--- src/rtl/chip_pkg.sv ---
`default_nettype none
// +--------------------------------------------------------------------------+
// | Module   : chip_pkg                                                      |
// | Purpose  : Shared types and constants for the capture sequencer of the   |
// |            8-channel threshold-select path.                              |
// | Contents : default widths, threshold-disable value, FSM state encoding.  |
// | Revision : 1.0 - initial release                                         |
// +--------------------------------------------------------------------------+
package chip_pkg;

  localparam int LEN_W = 20;
  localparam int TH_W  = 16;

  // A threshold the path can never reach keeps it from triggering.
  localparam logic [15:0] TH_DISABLE = 16'hFFFF;

  typedef enum logic [2:0] {
    ST_IDLE    = 3'd0,
    ST_LOAD    = 3'd1,
    ST_ARMED   = 3'd2,
    ST_CAPTURE = 3'd3,
    ST_DONE    = 3'd4,
    ST_HOLDOFF = 3'd5,
    ST_FLUSH   = 3'd6
  } state_t;

endpackage
`default_nettype wire

--- src/rtl/chip_holdoff_cnt.sv ---
`default_nettype none
// +--------------------------------------------------------------------------+
// | Module   : chip_holdoff_cnt                                              |
// | Purpose  : Loadable down-counter timing the idle gap between frames.     |
// | Ports    : clk, rst      - clock, synchronous active-high reset          |
// |            i_load        - load i_load_val into the counter              |
// |            i_load_val    - holdoff length in cycles                      |
// |            i_en          - count down one step                           |
// |            o_done        - last holdoff cycle (count <= 1)               |
// | Revision : 1.0 - initial release                                         |
// +--------------------------------------------------------------------------+
module chip_holdoff_cnt #(
  parameter int W = 16
) (
  input  logic         clk,
  input  logic         rst,
  input  logic         i_load,
  input  logic [W-1:0] i_load_val,
  input  logic         i_en,
  output logic         o_done
);

  logic [W-1:0] r_cnt;

  always_ff @(posedge clk) begin
    if (rst) begin
      r_cnt <= '0;
    end else if (i_load) begin
      r_cnt <= i_load_val;
    end else if (i_en && (r_cnt != '0)) begin
      r_cnt <= r_cnt - W'(1);
    end
  end

  // A load of N yields N holdoff cycles; 0 and 1 both yield a single cycle.
  assign o_done = (r_cnt <= W'(1));

endmodule
`default_nettype wire

--- src/rtl/chip_cap_ctrl.sv ---
`default_nettype none
// +--------------------------------------------------------------------------+
// | Module   : chip_cap_ctrl                                                 |
// | Purpose  : Capture sequencer for the 8-channel threshold-select path.    |
// |            Latches threshold/frame length, gates buf_rdy, counts the     |
// |            samples of a frame and marks sof/eof for the capture FIFO.    |
// | Ports    : clk_sys, rst            - clock, sync active-high reset       |
// |            host_arm/abort/cont     - host control                        |
// |            host_th/len/holdoff     - host configuration requests         |
// |            d1_vld, sel_path        - path output valid / channel         |
// |            fifo_afull              - downstream FIFO almost-full         |
// |            cfg_chip_th, cfg_len    - configuration to the path           |
// |            buf_rdy                 - ready to the path                   |
// |            buf_wr_en, frame_sof/eof- FIFO write strobe and frame marks   |
// |            frame_done/ch/cnt       - frame completion status             |
// |            busy, state_o           - debug status                        |
// | Revision : 1.0 - initial release                                         |
// +--------------------------------------------------------------------------+
module chip_cap_ctrl #(
  parameter int LEN_W  = chip_pkg::LEN_W,
  parameter int TH_W   = chip_pkg::TH_W,
  parameter int HOLD_W = 16,
  parameter int FRM_W  = 16
) (
  input  logic              clk_sys,
  input  logic              rst,
  input  logic              host_arm,
  input  logic              host_abort,
  input  logic              host_cont,
  input  logic [TH_W-1:0]   host_th,
  input  logic [LEN_W-1:0]  host_len,
  input  logic [HOLD_W-1:0] host_holdoff,
  input  logic              d1_vld,
  input  logic [6:0]        sel_path,
  input  logic              fifo_afull,
  output logic [TH_W-1:0]   cfg_chip_th,
  output logic [LEN_W-1:0]  cfg_len,
  output logic              buf_rdy,
  output logic              buf_wr_en,
  output logic              frame_sof,
  output logic              frame_eof,
  output logic              frame_done,
  output logic [2:0]        frame_ch,
  output logic [FRM_W-1:0]  frame_cnt,
  output logic              busy,
  output logic [2:0]        state_o
);

  import chip_pkg::*;

  state_t             r_state;
  state_t             w_state_nxt;
  logic [TH_W-1:0]    r_cfg_th;
  logic [LEN_W-1:0]   r_cfg_len;
  logic [LEN_W-1:0]   r_cnt;
  logic [FRM_W-1:0]   r_frame_cnt;
  logic [2:0]         r_frame_ch;
  logic               r_abort_pend;

  logic               w_rdy;
  logic               w_acc;
  logic               w_wr;
  logic               w_sof;
  logic               w_eof;
  logic               w_done;
  logic               w_abort_set;
  logic               w_hold_load;
  logic               w_hold_en;
  logic               w_hold_done;
  logic [LEN_W-1:0]   w_len_m1;

  // Only the low three bits select one of the eight channels.
  logic               w_unused_sel;
  assign w_unused_sel = ^sel_path[6:3];

  assign w_len_m1 = r_cfg_len - LEN_W'(1);

  chip_holdoff_cnt #(
    .W (HOLD_W)
  ) u_holdoff (
    .clk        (clk_sys),
    .rst        (rst),
    .i_load     (w_hold_load),
    .i_load_val (host_holdoff),
    .i_en       (w_hold_en),
    .o_done     (w_hold_done)
  );

  always_ff @(posedge clk_sys) begin
    if (rst) begin
      r_state <= ST_IDLE;
    end else begin
      r_state <= w_state_nxt;
    end
  end

  always_comb begin
    w_state_nxt = r_state;
    w_rdy       = 1'b0;
    w_acc       = 1'b0;
    w_wr        = 1'b0;
    w_sof       = 1'b0;
    w_eof       = 1'b0;
    w_done      = 1'b0;
    w_abort_set = 1'b0;
    w_hold_load = 1'b0;
    w_hold_en   = 1'b0;
    case (r_state)
      ST_IDLE: begin
        if (host_arm) w_state_nxt = ST_LOAD;
      end
      ST_LOAD: begin
        w_state_nxt = host_abort ? ST_IDLE : ST_ARMED;
      end
      ST_ARMED: begin
        w_rdy = ~fifo_afull;
        w_acc = d1_vld & w_rdy;
        w_wr  = w_acc;
        if (w_acc) begin
          // Once the first sample is accepted the frame has begun, so an
          // abort in the same cycle is treated like an abort in CAPTURE.
          w_sof = 1'b1;
          if (r_cfg_len == LEN_W'(1)) begin
            w_eof       = 1'b1;
            w_state_nxt = ST_DONE;
            w_abort_set = host_abort;
          end else begin
            w_state_nxt = host_abort ? ST_FLUSH : ST_CAPTURE;
          end
        end else if (host_abort) begin
          w_state_nxt = ST_IDLE;
        end
      end
      ST_CAPTURE: begin
        w_rdy = ~fifo_afull;
        w_acc = d1_vld & w_rdy;
        w_wr  = w_acc;
        if (w_acc && (r_cnt == w_len_m1)) begin
          // eof beats a same-cycle abort; the abort is remembered for DONE.
          w_eof       = 1'b1;
          w_state_nxt = ST_DONE;
          w_abort_set = host_abort;
        end else if (host_abort) begin
          w_state_nxt = ST_FLUSH;
        end
      end
      ST_DONE: begin
        w_done      = 1'b1;
        w_hold_load = 1'b1;
        if (r_abort_pend || host_abort || !host_cont) begin
          w_state_nxt = ST_IDLE;
        end else begin
          w_state_nxt = ST_HOLDOFF;
        end
      end
      ST_HOLDOFF: begin
        if (host_abort) begin
          w_state_nxt = ST_IDLE;
        end else if (w_hold_done) begin
          w_state_nxt = ST_ARMED;
        end else begin
          w_hold_en = 1'b1;
        end
      end
      ST_FLUSH: begin
        // Accept and discard until the path's locked window is drained.
        w_rdy = 1'b1;
        w_acc = d1_vld;
        if (w_acc && (r_cnt >= w_len_m1)) w_state_nxt = ST_IDLE;
      end
      default: begin
        w_state_nxt = ST_IDLE;
      end
    endcase
  end

  always_ff @(posedge clk_sys) begin
    if (rst) begin
      r_cfg_th     <= TH_W'(TH_DISABLE);
      r_cfg_len    <= LEN_W'(1);
      r_cnt        <= '0;
      r_frame_cnt  <= '0;
      r_frame_ch   <= '0;
      r_abort_pend <= 1'b0;
    end else begin
      case (r_state)
        ST_LOAD: begin
          r_cfg_th     <= host_th;
          r_cfg_len    <= (host_len == '0) ? LEN_W'(1) : host_len;
          r_cnt        <= '0;
          r_frame_cnt  <= '0;
          r_abort_pend <= 1'b0;
        end
        ST_ARMED: begin
          if (w_acc) begin
            r_cnt      <= LEN_W'(1);
            r_frame_ch <= sel_path[2:0];
          end
        end
        ST_CAPTURE, ST_FLUSH: begin
          if (w_acc) r_cnt <= r_cnt + LEN_W'(1);
        end
        ST_DONE: begin
          r_frame_cnt  <= r_frame_cnt + FRM_W'(1);
          r_abort_pend <= 1'b0;
        end
        ST_HOLDOFF: begin
          if (w_state_nxt == ST_ARMED) r_cnt <= '0;
        end
        default: ;
      endcase
      if (w_abort_set) r_abort_pend <= 1'b1;
    end
  end

  assign cfg_chip_th = r_cfg_th;
  assign cfg_len     = r_cfg_len;
  assign buf_rdy     = w_rdy;
  assign buf_wr_en   = w_wr;
  assign frame_sof   = w_sof;
  assign frame_eof   = w_eof;
  assign frame_done  = w_done;
  assign frame_ch    = r_frame_ch;
  assign frame_cnt   = r_frame_cnt;
  assign busy        = (r_state != ST_IDLE);
  assign state_o     = r_state;

endmodule
`default_nettype wire

--- config.mk ---
export PLATFORM = sky130hd
export DESIGN_NAME = chip_cap_ctrl
export DESIGN_NICKNAME = d
export VERILOG_FILES = /design/src/rtl/chip_pkg.sv /design/src/rtl/chip_holdoff_cnt.sv /design/src/rtl/chip_cap_ctrl.sv
export SDC_FILE = /design/constraint.sdc
export NUM_CORES = 1
export LEC_CHECK = 0
export ABC_AREA = 0
export CAP_MARGIN = 0
export CORE_MARGIN = 5
export CORE_UTILIZATION = 50
export DETAILED_ROUTE_END_ITERATION = 16
export MAX_ROUTING_LAYER = met4
export PLACE_DENSITY = 0.81
export SYNTH_ARGS = -nofsm -noshare
export SYNTH_HDL_FRONTEND = slang
export SYNTH_SLANG_ARGS = --single-unit
--- constraint.sdc ---
create_clock -name clk_sys -period 3.3 [get_ports clk_sys]
set_input_delay 0.33 -clock clk_sys [delete_from_list [all_inputs] [get_ports clk_sys]]
set_output_delay 0.33 -clock clk_sys [all_outputs]
set_load 0.01 [all_outputs]
==> implementation parameters, run 1 <==
Parameter                              Value

Timing
  Time the final worst path needs with I/O delays and setup ... 3.20 ns
  Fin worst setup slack ... 0.101 ns
  Final setup violation count ... 0
  Transition time at the pin with the least slew margin ... 0.796 ns
  Final setup skew ... 0.0153 ns
  Worst-case headroom to the max-slew limit ... 0.469
  Tcrit/Tclk final ... 0.970
  Final-report max-slew violation count ... 0
  Final hold viol count ... 0
  F_max ... 313 MHz
  Worst hold slack ... 0.275 ns

GRT
  Largest net degree at the start of global routing ... 80
  Overall fraction of global-route tracks in use ... 0.245
  Via count of the first global-routing pass ... 5,296
  GRT overflow ... 0
  Antenna violations before repair ... 0
  Global-route wire length before repair ... 25.2 mm

Detailed routing
  Remaining DRCs ... 0
  Detailed-router iteration count before antenna repair ... 5
  Antenna violation net count after detailed routing ... 0
  Routed via count divided by cell count ... 5.74
  Number of vias in the routed layout ... 5,368
  Routed WL per cell ... 16.5 um
  1st-iter DRT viols ... 259
  Post-detailed-routing wire length ... 15.4 mm

Logic synthesis
  Share of flip-flops with an asynchronous set or reset after synthesis ... 0
  Sequential share of the synthesized area ... 0.361
  Mean post-synth cell area ... 7.87 um2
  Total of flip-flops plus latches after synthesis ... 95
  Mapped Nets ... 761
  Most area-consuming cells after synthesis ... sky130_fd_sc_hd__dfxtp_1 36%, sky130_fd_sc_hd__nand2_1 7.7%, sky130_fd_sc_hd__ha_1 6.2%, sky130_fd_sc_hd__nor2_1 5.1%, sky130_fd_sc_hd__a21oi_1 4.9%
  Cells after synthesis ... 669
  Area share of the largest cell type after synthesis ... 0.361
  Cell taking the most area after synthesis ... sky130_fd_sc_hd__dfxtp_1
  Warnings from Yosys ... 0
  Synth Flop Type ... sky130_fd_sc_hd__dfxtp_1
  Cell area after synthesis ... 0.00526 mm2
  Number of distinct library cells after synthesis ... 56
  Number of enable-type register cells in the synthesized netlist ... 0

Power and ir drop
  Clock group share of total power ... 0.312
  Switching Fraction ... 0.295
  Combinational group share of total power ... 0.222
  Net switching power figure ... 776 uW
  Leakage power ... 2.65 nW
  Peak VDD IR ... 0.000198 V
  Internal Dissipation ... 1.85 mW
  Power density over the cells ... 378 mW/mm2
  Part of the total power dissipated in sequential elements ... 0.465
  Tot Pwr ... 2.63 mW

Placement
  Setup slack at placement ... 0.0116 ns
  Input/output buffers ... 125
  Placed inst area ... 0.00670 mm2
  Dpl hpwl ... 11.4 mm
  GPL Wtd Cong ... 0.910

Finish
  Area growth, synth to finish ... 32.1%
  Number of antenna diodes ... 0
  Commonest non-fill, non-tap cell in the layout ... sky130_fd_sc_hd__clkdlybuf4s50_1
  Highest-count cells in the layout ignoring fill and taps ... 123 x sky130_fd_sc_hd__clkdlybuf4s50_1, 108 x sky130_fd_sc_hd__nand2_1, 95 x sky130_fd_sc_hd__dfxtp_1, 69 x sky130_fd_sc_hd__nor2_1, 51 x sky130_fd_sc_hd__a21oi_1
  Non-Filler Cell Area, Final ... 0.00695 mm2
  Final layout net count ... 886
  Count of fill cells added during filler insertion ... 870
  Proportion of layout cells with a drive suffix above 1 ... 0.0776

Critical path
  Maximum fanout encountered on the critical timing path ... 4
  Worst path required time ... 2.97 ns
  Worst reg2reg startpoint ... cfg_len[9]
  Timing startpoint of the critical path ... cfg_len[9]
  Critical path class ... flop to output pin
  Kind of end point of the critical path ... output pin
  Reg-to-reg setup timing slack ... 0.17 ns
  Kind of start point of the critical path ... flop
  Worst Reg-to-Reg Cells ... 14
  Destination of the critical timing path ... frame_eof
  Endpoint arrival time on the critical path ... 2.87 ns
  Crit Reg-Reg Endpoint ... state_o[1]

Die
  DIE HEIGHT ... 113 um
  Number of cell rows ... 37
  Number of top-level design ports ... 130
  Total die area ... 0.0127 mm2
  Core Footprint ... 0.0103 mm2
  Initial standard-cell utilization of the core ... 0.512
  Width of the die ... 113 um

Run status
  Result of the run ... complete, no violations

Min path
  Class of the tightest hold or removal check ... primary input to flop

Clocking
  TritonCTS Sinks ... 95
  CTS tree ... done
  Buffer levels on the longest clock path ... 2
  Buffer type at the clock tree root ... sky130_fd_sc_hd__clkbuf_8
  Clk_lat worst skew ... 0.38 ns
  H-tree depth reported by CTS ... 3
  Total of hold buffers inserted after clock tree synthesis ... 0
  Total CTS buffers ... 9
  Clock edge transition at the registers on the reported setup and hold paths ... 0.10 ns

Job
  Max-Cap Viols ... 0
## metal layers
metal	vias up	track usage	wire (um)
met5	-	-	0
met4	0	0.107	477
met3	42	0.0442	800
met2	172	0.410	7590
met1	2514	0.288	6550
li1	2640	-	-
## synth_stat cells, drive strengths merged (9+ instances only)
| cell | instances |
|---|---|
| nand2 | 108 |
| dfxtp | 95 |
| nor2 | 72 |
| a21oi | 51 |
| clkbuf | 30 |
| ha | 26 |
| nand3 | 25 |
| xnor2 | 24 |
| o21ai | 23 |
| nor3 | 22 |
| nand3b | 19 |
| a211oi | 18 |
| nor4 | 16 |
| nand4 | 14 |
| a21o | 13 |
| inv | 11 |
| nand2b | 10 |
| or3 | 10 |
| xor2 | 9 |
## worst min-delay path by stage
stage                    start              end  depth (start not counted)  slack [ns]
4_1_cts                    rst         r_cnt[1]                          2        0.26
6_report                   rst         r_cnt[1]                          2        0.27
3_3_place_gp       frame_ch[1]      frame_ch[1]                          2        0.44
5_1_grt                    rst         r_cnt[1]                          2        0.27
2_1_floorplan           d1_vld       state_o[2]                          1        0.43
3_5_place_dp   cfg_chip_th[14]  cfg_chip_th[14]                          2        0.46
## flip-flops by register name, indices dropped and copies added, names as in the netlist
register and flops:
cfg_len 20, r_cnt 20, cfg_chip_th 16, frame_cnt 16
u_holdoff.r_cnt 16, frame_ch 3, state_o 3, r_abort_pend 1
## stage by stage
step	utilization	cells	TNS (ns)
after CTS	0.676	934	0
after detailed placement	0.652	918	0
after global routing	0.677	935	-0.110
final	0.677	935	0
after floorplan	-	669	0
after global placement	0.652	918	0
## power by group through the flow
stage          logic, mW  clock network, mW  registers (mW)
2_1_floorplan      0.275                  0            1.26
3_3_place_gp       0.549                  0            1.24
3_5_place_dp       0.566                  0            1.25
4_1_cts            0.577              0.824            1.22
5_1_grt            0.640              0.874            1.23
6_report           0.584              0.821            1.22
## final cells by class
| type | count | area, um2 | share of cell area |
|---|---|---|---|
| Multi-Input combinational cell | 530 | 3230 | 0.465 |
| Sequential cell | 95 | 1900 | 0.273 |
| Timing Repair Buffer | 146 | 1400 | 0.201 |
| Tap cell | 136 | 170 | 0.0245 |
| Clock buffer | 10 | 138 | 0.0198 |
| Clock inverter | 6 | 66.3 | 0.00954 |
| Inverter | 12 | 45.0 | 0.00648 |
## critical path, stage by stage, from the launching register on
cell and delay (ns):
sky130_fd_sc_hd__dfxtp_1 0.33, sky130_fd_sc_hd__nor4_2 0.29, sky130_fd_sc_hd__buf_4 0.17, sky130_fd_sc_hd__nand2_1 0.12, sky130_fd_sc_hd__nor4_2 0.33, sky130_fd_sc_hd__nand2_1 0.12, sky130_fd_sc_hd__xor2_1 0.16, sky130_fd_sc_hd__ha_1 0.30
sky130_fd_sc_hd__nand4_1 0.14, sky130_fd_sc_hd__nor2_2 0.15, sky130_fd_sc_hd__a41oi_1 0.12, sky130_fd_sc_hd__nor2_1 0.10, sky130_fd_sc_hd__clkbuf_2 0.15
## timing repair
| action | CTS | global route |
|---|---|---|
| pin swaps | 0 | 1 |
| buffers inserted | 0 | 1 |
| gates cloned | 0 | 0 |
| endpoints found under the setup margin | 1 | 1 |
| resized for setup | 8 | 3 |
## kinds of logic (layout without fill, tap and decap cells)
logic type,count (synthesis),after routing,synth area share
AOI/OAI and AO/OA,142,142,0.176
xor gates and xnor gates,33,33,0.0549
DFF,95,95,0.361
adders and majority gates,26,26,0.0618
and+or+nand+nor,325,325,0.305
muxes,4,4,0.00808
buffers and inverters,44,174,0.0335
(Power assumes the default switching activity.)
==> run 2, diff against run 1 <==
--- a/config.mk
+++ b/config.mk
@@ -8,10 +8,10 @@
 export ABC_AREA = 0
 export CAP_MARGIN = 0
 export CORE_MARGIN = 5
-export CORE_UTILIZATION = 50
+export CORE_UTILIZATION = 54
 export DETAILED_ROUTE_END_ITERATION = 16
 export MAX_ROUTING_LAYER = met4
-export PLACE_DENSITY = 0.81
+export PLACE_DENSITY = 0.86
 export SYNTH_ARGS = -nofsm -noshare
 export SYNTH_HDL_FRONTEND = slang
 export SYNTH_SLANG_ARGS = --single-unit
==> constraint.sdc (replaced) <==
create_clock -name clk_sys -period 3.9 [get_ports clk_sys]
set_input_delay 0.39 -clock clk_sys [delete_from_list [all_inputs] [get_ports clk_sys]]
set_output_delay 0.39 -clock clk_sys [all_outputs]
set_load 0.01 [all_outputs]
==> run 2 against run 1 <==
  * Die area shrank 6.8%
  * Wire length is essentially flat
  * Global-route usage is 2.8 points higher
  * Clock skew about the same
  * First-iteration DRC count grew 75%
  * Sequential share of layout area is 0.48 points higher
  * Utilization is 3.2 points higher
  * Via count up 1.1%
  * Critical path type unchanged
  * Critical endpoint unchanged
  * Largest power group unchanged
  * Highest routed layer unchanged
==> implementation parameters, run 2 (same netlist as run 1, synthesis figures left out) <==
Parameter                              Value

Finish
  Final layout net count ... 872
  Non-Filler Cell Area, Final ... 0.00684 mm2
  Number of antenna diodes ... 0
  Fin util ... 0.709
  Proportion of layout cells with a drive suffix above 1 ... 0.0573
  Final non-filler cell total ... 918
  Area growth, synth to finish ... 29.9%
  Commonest non-fill, non-tap cell in the layout ... sky130_fd_sc_hd__clkdlybuf4s50_1
  Highest-count cells in the layout ignoring fill and taps ... 124 x sky130_fd_sc_hd__clkdlybuf4s50_1, 107 x sky130_fd_sc_hd__nand2_1, 95 x sky130_fd_sc_hd__dfxtp_1, 70 x sky130_fd_sc_hd__nor2_1, 51 x sky130_fd_sc_hd__a21oi_1

Detailed routing
  Antenna violation net count after detailed routing ... 0
  Number of vias in the routed layout ... 5,425
  Routed WL per cell ... 16.8 um
  Routed via count divided by cell count ... 5.91
  1st-iter DRT viols ... 453
  Remaining DRCs ... 0
  Detailed-router iteration count before antenna repair ... 7
  Post-detailed-routing wire length ... 15.4 mm

Min path
  Class of the tightest hold or removal check ... primary input to flop

Clocking
  Cts repair resizes ... 1
  Buffer levels on the longest clock path ... 2
  CTS tree ... done
  TritonCTS Sinks ... 95
  Total of hold buffers inserted after clock tree synthesis ... 0
  H-tree depth reported by CTS ... 3
  Clk_lat worst skew ... 0.37 ns
  Clock edge transition at the registers on the reported setup and hold paths ... 0.09 ns
  Total CTS buffers ... 9
  Buffer type at the clock tree root ... sky130_fd_sc_hd__clkbuf_8
  Number of buffers inserted to repair setup after CTS ... 0

Placement
  Number of placed instances, taps included ... 902
  Placed inst area ... 0.00660 mm2
  Dpl hpwl ... 11.5 mm
  Input/output buffers ... 125
  Setup slack at placement ... 0.313 ns
  GPL Wtd Cong ... 0.941

Critical path
  Count of cell instances traversed by the critical path ... 11
  Combined buffer and inverter count along the critical path ... 2
  Critical-path cell with the highest stage delay ... sky130_fd_sc_hd__clkdlybuf4s50_1
  Timing startpoint of the critical path ... cfg_len[2]
  Worst path required time ... 3.51 ns
  Worst Reg-to-Reg Cells ... 13
  Critical path's largest stage delay ... 0.61 ns
  Crit Reg-Reg Endpoint ... state_o[1]
  Kind of start point of the critical path ... flop
  Most Frequent Cell on Critical Path ... sky130_fd_sc_hd__nor2_1
  Series of cell instances along the critical path ... nor4_1 > buf_4 > nand3_1 > nor2_1 > xnor2_1 > ha_1 > nand4_1 > nor2_1 > a41oi_1 > nor2_1 > clkdlybuf4s50_1
  Crit path max-delay family ... simple AND/OR/NAND/NOR gates
  Worst reg2reg startpoint ... cfg_len[2]
  Critical path class ... flop to output pin
  Reg-to-reg setup timing slack ... 0.89 ns
  Maximum fanout encountered on the critical timing path ... 6
  Destination of the critical timing path ... frame_eof
  Endpoint arrival time on the critical path ... 3.31 ns
  Kind of end point of the critical path ... output pin

Die
  DIE HEIGHT ... 109 um
  Number of cell rows ... 36
  Total die area ... 0.0118 mm2
  Width of the die ... 109 um
  Initial standard-cell utilization of the core ... 0.546
  Number of top-level design ports ... 130
  Core Footprint ... 0.00964 mm2

Timing
  Aggregate negative setup slack ... 0 ns
  Final hold viol count ... 0
  Time the final worst path needs with I/O delays and setup ... 3.70 ns
  Worst-case headroom to the max-slew limit ... 0.525
  Final setup skew ... 0.0149 ns
  Fin worst setup slack ... 0.195 ns
  Tcrit/Tclk final ... 0.950
  Final setup violation count ... 0
  Transition time at the pin with the least slew margin ... 0.712 ns
  F_max ... 270 MHz
  Setup repair after global routing missed its margin ... false
  Final-report max-slew violation count ... 0

Power and ir drop
  Leakage power ... 2.57 nW
  Peak VDD IR ... 0.000214 V
  Power density over the cells ... 315 mW/mm2

Run status
  Result of the run ... complete, no violations

GRT
  GRT overflow ... 0
  Global-route wire length before repair ... 25.3 mm
  Antenna violations before repair ... 0
  Via count of the first global-routing pass ... 5,368
  Largest net degree at the start of global routing ... 72
  Overall fraction of global-route tracks in use ... 0.273

Job
  Max-Cap Viols ... 0
-- run 2: cell count changes in the layout (fill, tap and decap cells not counted), moves of 2 or more --
cell	before	now
sky130_fd_sc_hd__buf_4	21	7
sky130_fd_sc_hd__clkinv_2	2	0
sky130_fd_sc_hd__inv_8	0	2
sky130_fd_sc_hd__nor4_2	5	3
-- run 2: routing by layer --
| layer | vias up | routed length [um] | track usage |
|---|---|---|---|
| met3 | 43 | 1110 | 0.0716 |
| li1 | 2612 | - | - |
| met5 | - | 0 | - |
| met4 | 0 | 393 | 0.0839 |
| met1 | 2540 | 6410 | 0.334 |
| met2 | 230 | 7490 | 0.444 |
-- run 2: how the worst min path moves through the flow --
stage            startpoint            to  slack (ns)  cells past startpoint
2_1_floorplan  r_abort_pend  r_abort_pend        0.45                      2
3_3_place_gp    frame_ch[2]   frame_ch[2]        0.44                      2
3_5_place_dp    frame_ch[2]   frame_ch[2]        0.45                      2
4_1_cts                 rst     r_cnt[17]        0.41                      2
5_1_grt                 rst     r_cnt[17]        0.41                      2
6_report                rst     r_cnt[17]        0.43                      2
-- run 2: metrics by stage --
stage / power (mW) / hold WS (ns)
2_1_floorplan: 1.30 / 0.455
3_3_place_gp: 1.50 / 0.445
3_5_place_dp: 1.51 / 0.453
4_1_cts: 2.15 / 0.407
5_1_grt: 2.26 / 0.410
6_report: 2.15 / 0.431
-- run 2: area by class of cell --
class | count | area, um2
clock buffer | 10 | 138
clock inverter | 6 | 57.6
fill | 799 | 2800
inverter | 12 | 45.0
multi-input combinational | 530 | 3230
sequential | 95 | 1900
tap | 133 | 166
timing repair buffer | 132 | 1300
-- run 2: power breakdown --
group / leakage [nW] / switching, mW / internal (mW) / total [mW]
combinational: 1.69 / 0.237 / 0.229 / 0.466
clock: 0.101 / 0.380 / 0.265 / 0.645
sequential: 0.771 / 0.0407 / 1.00 / 1.04
total: 2.57 / 0.658 / 1.50 / 2.15
==> run 3, diff against run 2 <==
--- a/config.mk
+++ b/config.mk
@@ -8,10 +8,11 @@
 export ABC_AREA = 0
 export CAP_MARGIN = 0
 export CORE_MARGIN = 5
-export CORE_UTILIZATION = 54
+export CORE_UTILIZATION = 50
 export DETAILED_ROUTE_END_ITERATION = 16
 export MAX_ROUTING_LAYER = met4
-export PLACE_DENSITY = 0.86
+export PLACE_DENSITY = 0.81
 export SYNTH_ARGS = -nofsm -noshare
 export SYNTH_HDL_FRONTEND = slang
+export SYNTH_HIERARCHICAL = 1
 export SYNTH_SLANG_ARGS = --single-unit
==> constraint.sdc (replaced) <==
create_clock -name clk_sys -period 3.7 [get_ports clk_sys]
set_input_delay 0.37 -clock clk_sys [delete_from_list [all_inputs] [get_ports clk_sys]]
set_output_delay 0.37 -clock clk_sys [all_outputs]
set_load 0.01 [all_outputs]
==> run 3 against run 2 <==
  * Total power up 8.8%
  * First-iteration DRC count down 17%
  * Combinational power up 20%
  * Cell area up 4.3%
  * Sequential share of layout area down 1.1 points
  * Die area up 9.3%
  * Worst setup slack worse by 0.18 ns
  * Sequential power up 6%
  * Critical path type unchanged
  * Largest cell class unchanged
  * Highest routed layer unchanged
==> implementation parameters, run 3 <==
Parameter                              Value

Run status
  Result of the run ... complete, no violations

Logic synthesis
  Synth Flop Type ... sky130_fd_sc_hd__dfxtp_1
  Number of enable-type register cells in the synthesized netlist ... 0
  Mean post-synth cell area ... 7.82 um2
  Total of flip-flops plus latches after synthesis ... 95
  Mapped Nets ... 779
  Cell taking the most area after synthesis ... sky130_fd_sc_hd__dfxtp_1
  Most used standard cell by instance count after synthesis ... sky130_fd_sc_hd__nand2_1
  Area share of the largest cell type after synthesis ... 0.354
  Cells after synthesis ... 687
  Most area-consuming cells after synthesis ... sky130_fd_sc_hd__dfxtp_1 35%, sky130_fd_sc_hd__nand2_1 8.7%, sky130_fd_sc_hd__ha_1 6.1%, sky130_fd_sc_hd__a21oi_1 4.9%, sky130_fd_sc_hd__nor2_1 4.8%
  Warnings from Yosys ... 6
  Share of flip-flops with an asynchronous set or reset after synthesis ... 0
  Number of distinct library cells after synthesis ... 62
  Sequential share of the synthesized area ... 0.354
  Cell area after synthesis ... 0.00537 mm2
  Synth cell count leaders ... 125 x sky130_fd_sc_hd__nand2_1, 95 x sky130_fd_sc_hd__dfxtp_1, 69 x sky130_fd_sc_hd__nor2_1

Finish
  Final layout net count ... 913
  Area taken by multi-input logic gates ... 0.00336 mm2
  Sequential cell area ... 0.00190 mm2
  Number of antenna diodes ... 0
  Commonest non-fill, non-tap cell in the layout ... sky130_fd_sc_hd__nand2_1
  Count of fill cells added during filler insertion ... 839
  Highest-count cells in the layout ignoring fill and taps ... 124 x sky130_fd_sc_hd__nand2_1, 123 x sky130_fd_sc_hd__clkdlybuf4s50_1, 95 x sky130_fd_sc_hd__dfxtp_1, 68 x sky130_fd_sc_hd__nor2_1, 53 x sky130_fd_sc_hd__a21oi_1
  Proportion of layout cells with a drive suffix above 1 ... 0.0920
  Area growth, synth to finish ... 32.7%

Timing
  Tcrit/Tclk final ... 0.996
  F_max ... 271 MHz
  Aggregate negative setup slack ... 0 ns
  Transition time at the pin with the least slew margin ... 0.919 ns
  Final setup violation count ... 0
  Final hold viol count ... 0
  Time the final worst path needs with I/O delays and setup ... 3.68 ns
  Final setup skew ... 0.0142 ns
  Final-report max-slew violation count ... 0
  Worst-case headroom to the max-slew limit ... 0.387

GRT
  Largest net degree at the start of global routing ... 41
  Antenna violations before repair ... 0
  GRT overflow ... 0
  Global-route wire length before repair ... 25.8 mm
  Via count of the first global-routing pass ... 5,347
  Overall fraction of global-route tracks in use ... 0.250

Placement
  Input/output buffers ... 125
  GPL Wtd Cong ... 0.899
  Dpl hpwl ... 11.8 mm

Critical path
  Endpoint arrival time on the critical path ... 3.31 ns
  Most Frequent Cell on Critical Path ... sky130_fd_sc_hd__nand4_1
  Worst path required time ... 3.33 ns
  Combined buffer and inverter count along the critical path ... 2
  Critical-path cell with the highest stage delay ... sky130_fd_sc_hd__or4_1
  Series of cell instances along the critical path ... or4_1 > or3_1 > nor3_2 > xnor2_1 > ha_1 > nand4_1 > nor4_2 > buf_4 > nand4_1 > o21ai_2 > buf_2
  Kind of start point of the critical path ... flop
  Critical path's largest stage delay ... 0.56 ns
  Crit path max-delay family ... simple AND/OR/NAND/NOR gates
  Critical path class ... flop to output pin
  Kind of end point of the critical path ... output pin
  Reg-to-reg setup timing slack ... 0.02 ns
  Count of cell instances traversed by the critical path ... 11
  Maximum fanout encountered on the critical timing path ... 3
  Worst Reg-to-Reg Cells ... 14

Die
  Core Footprint ... 0.0104 mm2
  DIE HEIGHT ... 114 um
  Number of top-level design ports ... 130
  Total die area ... 0.0129 mm2
  Width of the die ... 114 um
  Number of cell rows ... 37
  Initial standard-cell utilization of the core ... 0.516

Clocking
  Clock edge transition at the registers on the reported setup and hold paths ... 0.10 ns
  Clk_lat worst skew ... 0.40 ns
  Buffer type at the clock tree root ... sky130_fd_sc_hd__clkbuf_8
  CTS tree ... done
  Buffer levels on the longest clock path ... 2
  Total of hold buffers inserted after clock tree synthesis ... 0
  Total CTS buffers ... 9
  TritonCTS Sinks ... 95
  H-tree depth reported by CTS ... 3

Power and ir drop
  Peak VDD IR ... 0.000207 V
  Power density over the cells ... 329 mW/mm2
  Tot Pwr ... 2.34 mW
  Leakage power ... 2.59 nW

Job
  Max-Cap Viols ... 0

Detailed routing
  Post-detailed-routing wire length ... 16.2 mm
  Detailed-router iteration count before antenna repair ... 7
  Number of vias in the routed layout ... 5,677
  Routed WL per cell ... 16.8 um
  Routed via count divided by cell count ... 5.90
  Antenna violation net count after detailed routing ... 0
  Remaining DRCs ... 0
  1st-iter DRT viols ... 374

Min path
  Worst hold stages ... 2
  Class of the tightest hold or removal check ... flop to flop
## run 3: area by class of cell
| type | count | share of cell area |
|---|---|---|
| clock buffers | 11 | 0.0212 |
| clock inverters | 5 | 0.00562 |
| inverters | 15 | 0.00790 |
| multi-input cells | 548 | 0.472 |
| flip-flops and latches | 95 | 0.267 |
| well taps | 136 | 0.0239 |
| repair buffers | 152 | 0.203 |
## run 3: cell families after synthesis
kind of cell	after synthesis	synth area share
flops	95	0.354
xor+xnor	25	0.0408
fa+ha+maj	26	0.0605
simple gates	335	0.312
compound gates	159	0.196
buf+inv	44	0.0312
mux	3	0.00582
## run 3: worst min-delay path, delay by kind of cell, from the launching register on
kind | cells | cell delay, ns
flops | 1 | 0.32
simple gates | 1 | 0.05
compound gates | 1 | 0.05
## run 3: path summary, 6_finish.rpt
check | start | endpoint
setup reg to reg | cfg_len[11] | r_cnt[0]
hold reg to reg | frame_ch[0] | frame_ch[0]
hold / removal | frame_ch[0] | frame_ch[0]
setup / recovery | cfg_len[11] | frame_eof
## run 3: per-layer routing
metal  routed length (um)  track usage  vias up
li1                     -            -     2756
met1                 7080        0.303     2672
met2                 7870        0.419      208
met3                  832       0.0382       41
met4                  370       0.0938        0
met5                    0            -        -
## run 3: power breakdown
group | leakage (nW) | switching (mW) | internal [mW]
registers | 0.770 | 0.0365 | 1.06
clock network | 0.0999 | 0.404 | 0.286
logic | 1.72 | 0.284 | 0.275
total | 2.59 | 0.725 | 1.62
## run 3: per-stage QoR
step | setup slack [ns] | cell area, um2 | cells | utilization | hold slack, ns
finish | 0.0152 | 7130 | 962 | 0.684 | 0.466
global route | -0.0559 | 7130 | 962 | 0.684 | 0.500
CTS | 0.00672 | 7060 | 958 | 0.678 | 0.470
detailed placement | 0.00836 | 6860 | 942 | 0.658 | 0.454
global placement | 0.109 | 6860 | 942 | 0.658 | 0.443
floorplan | 0.242 | 5370 | 687 | - | 0.442
## run 3: what timing repair did
item                                    4_1_cts  5_1_grt
endpoints found under the setup margin        1        1
buffers inserted                              0        4
gates resized for setup                       5       10
pin swaps                                     1        5
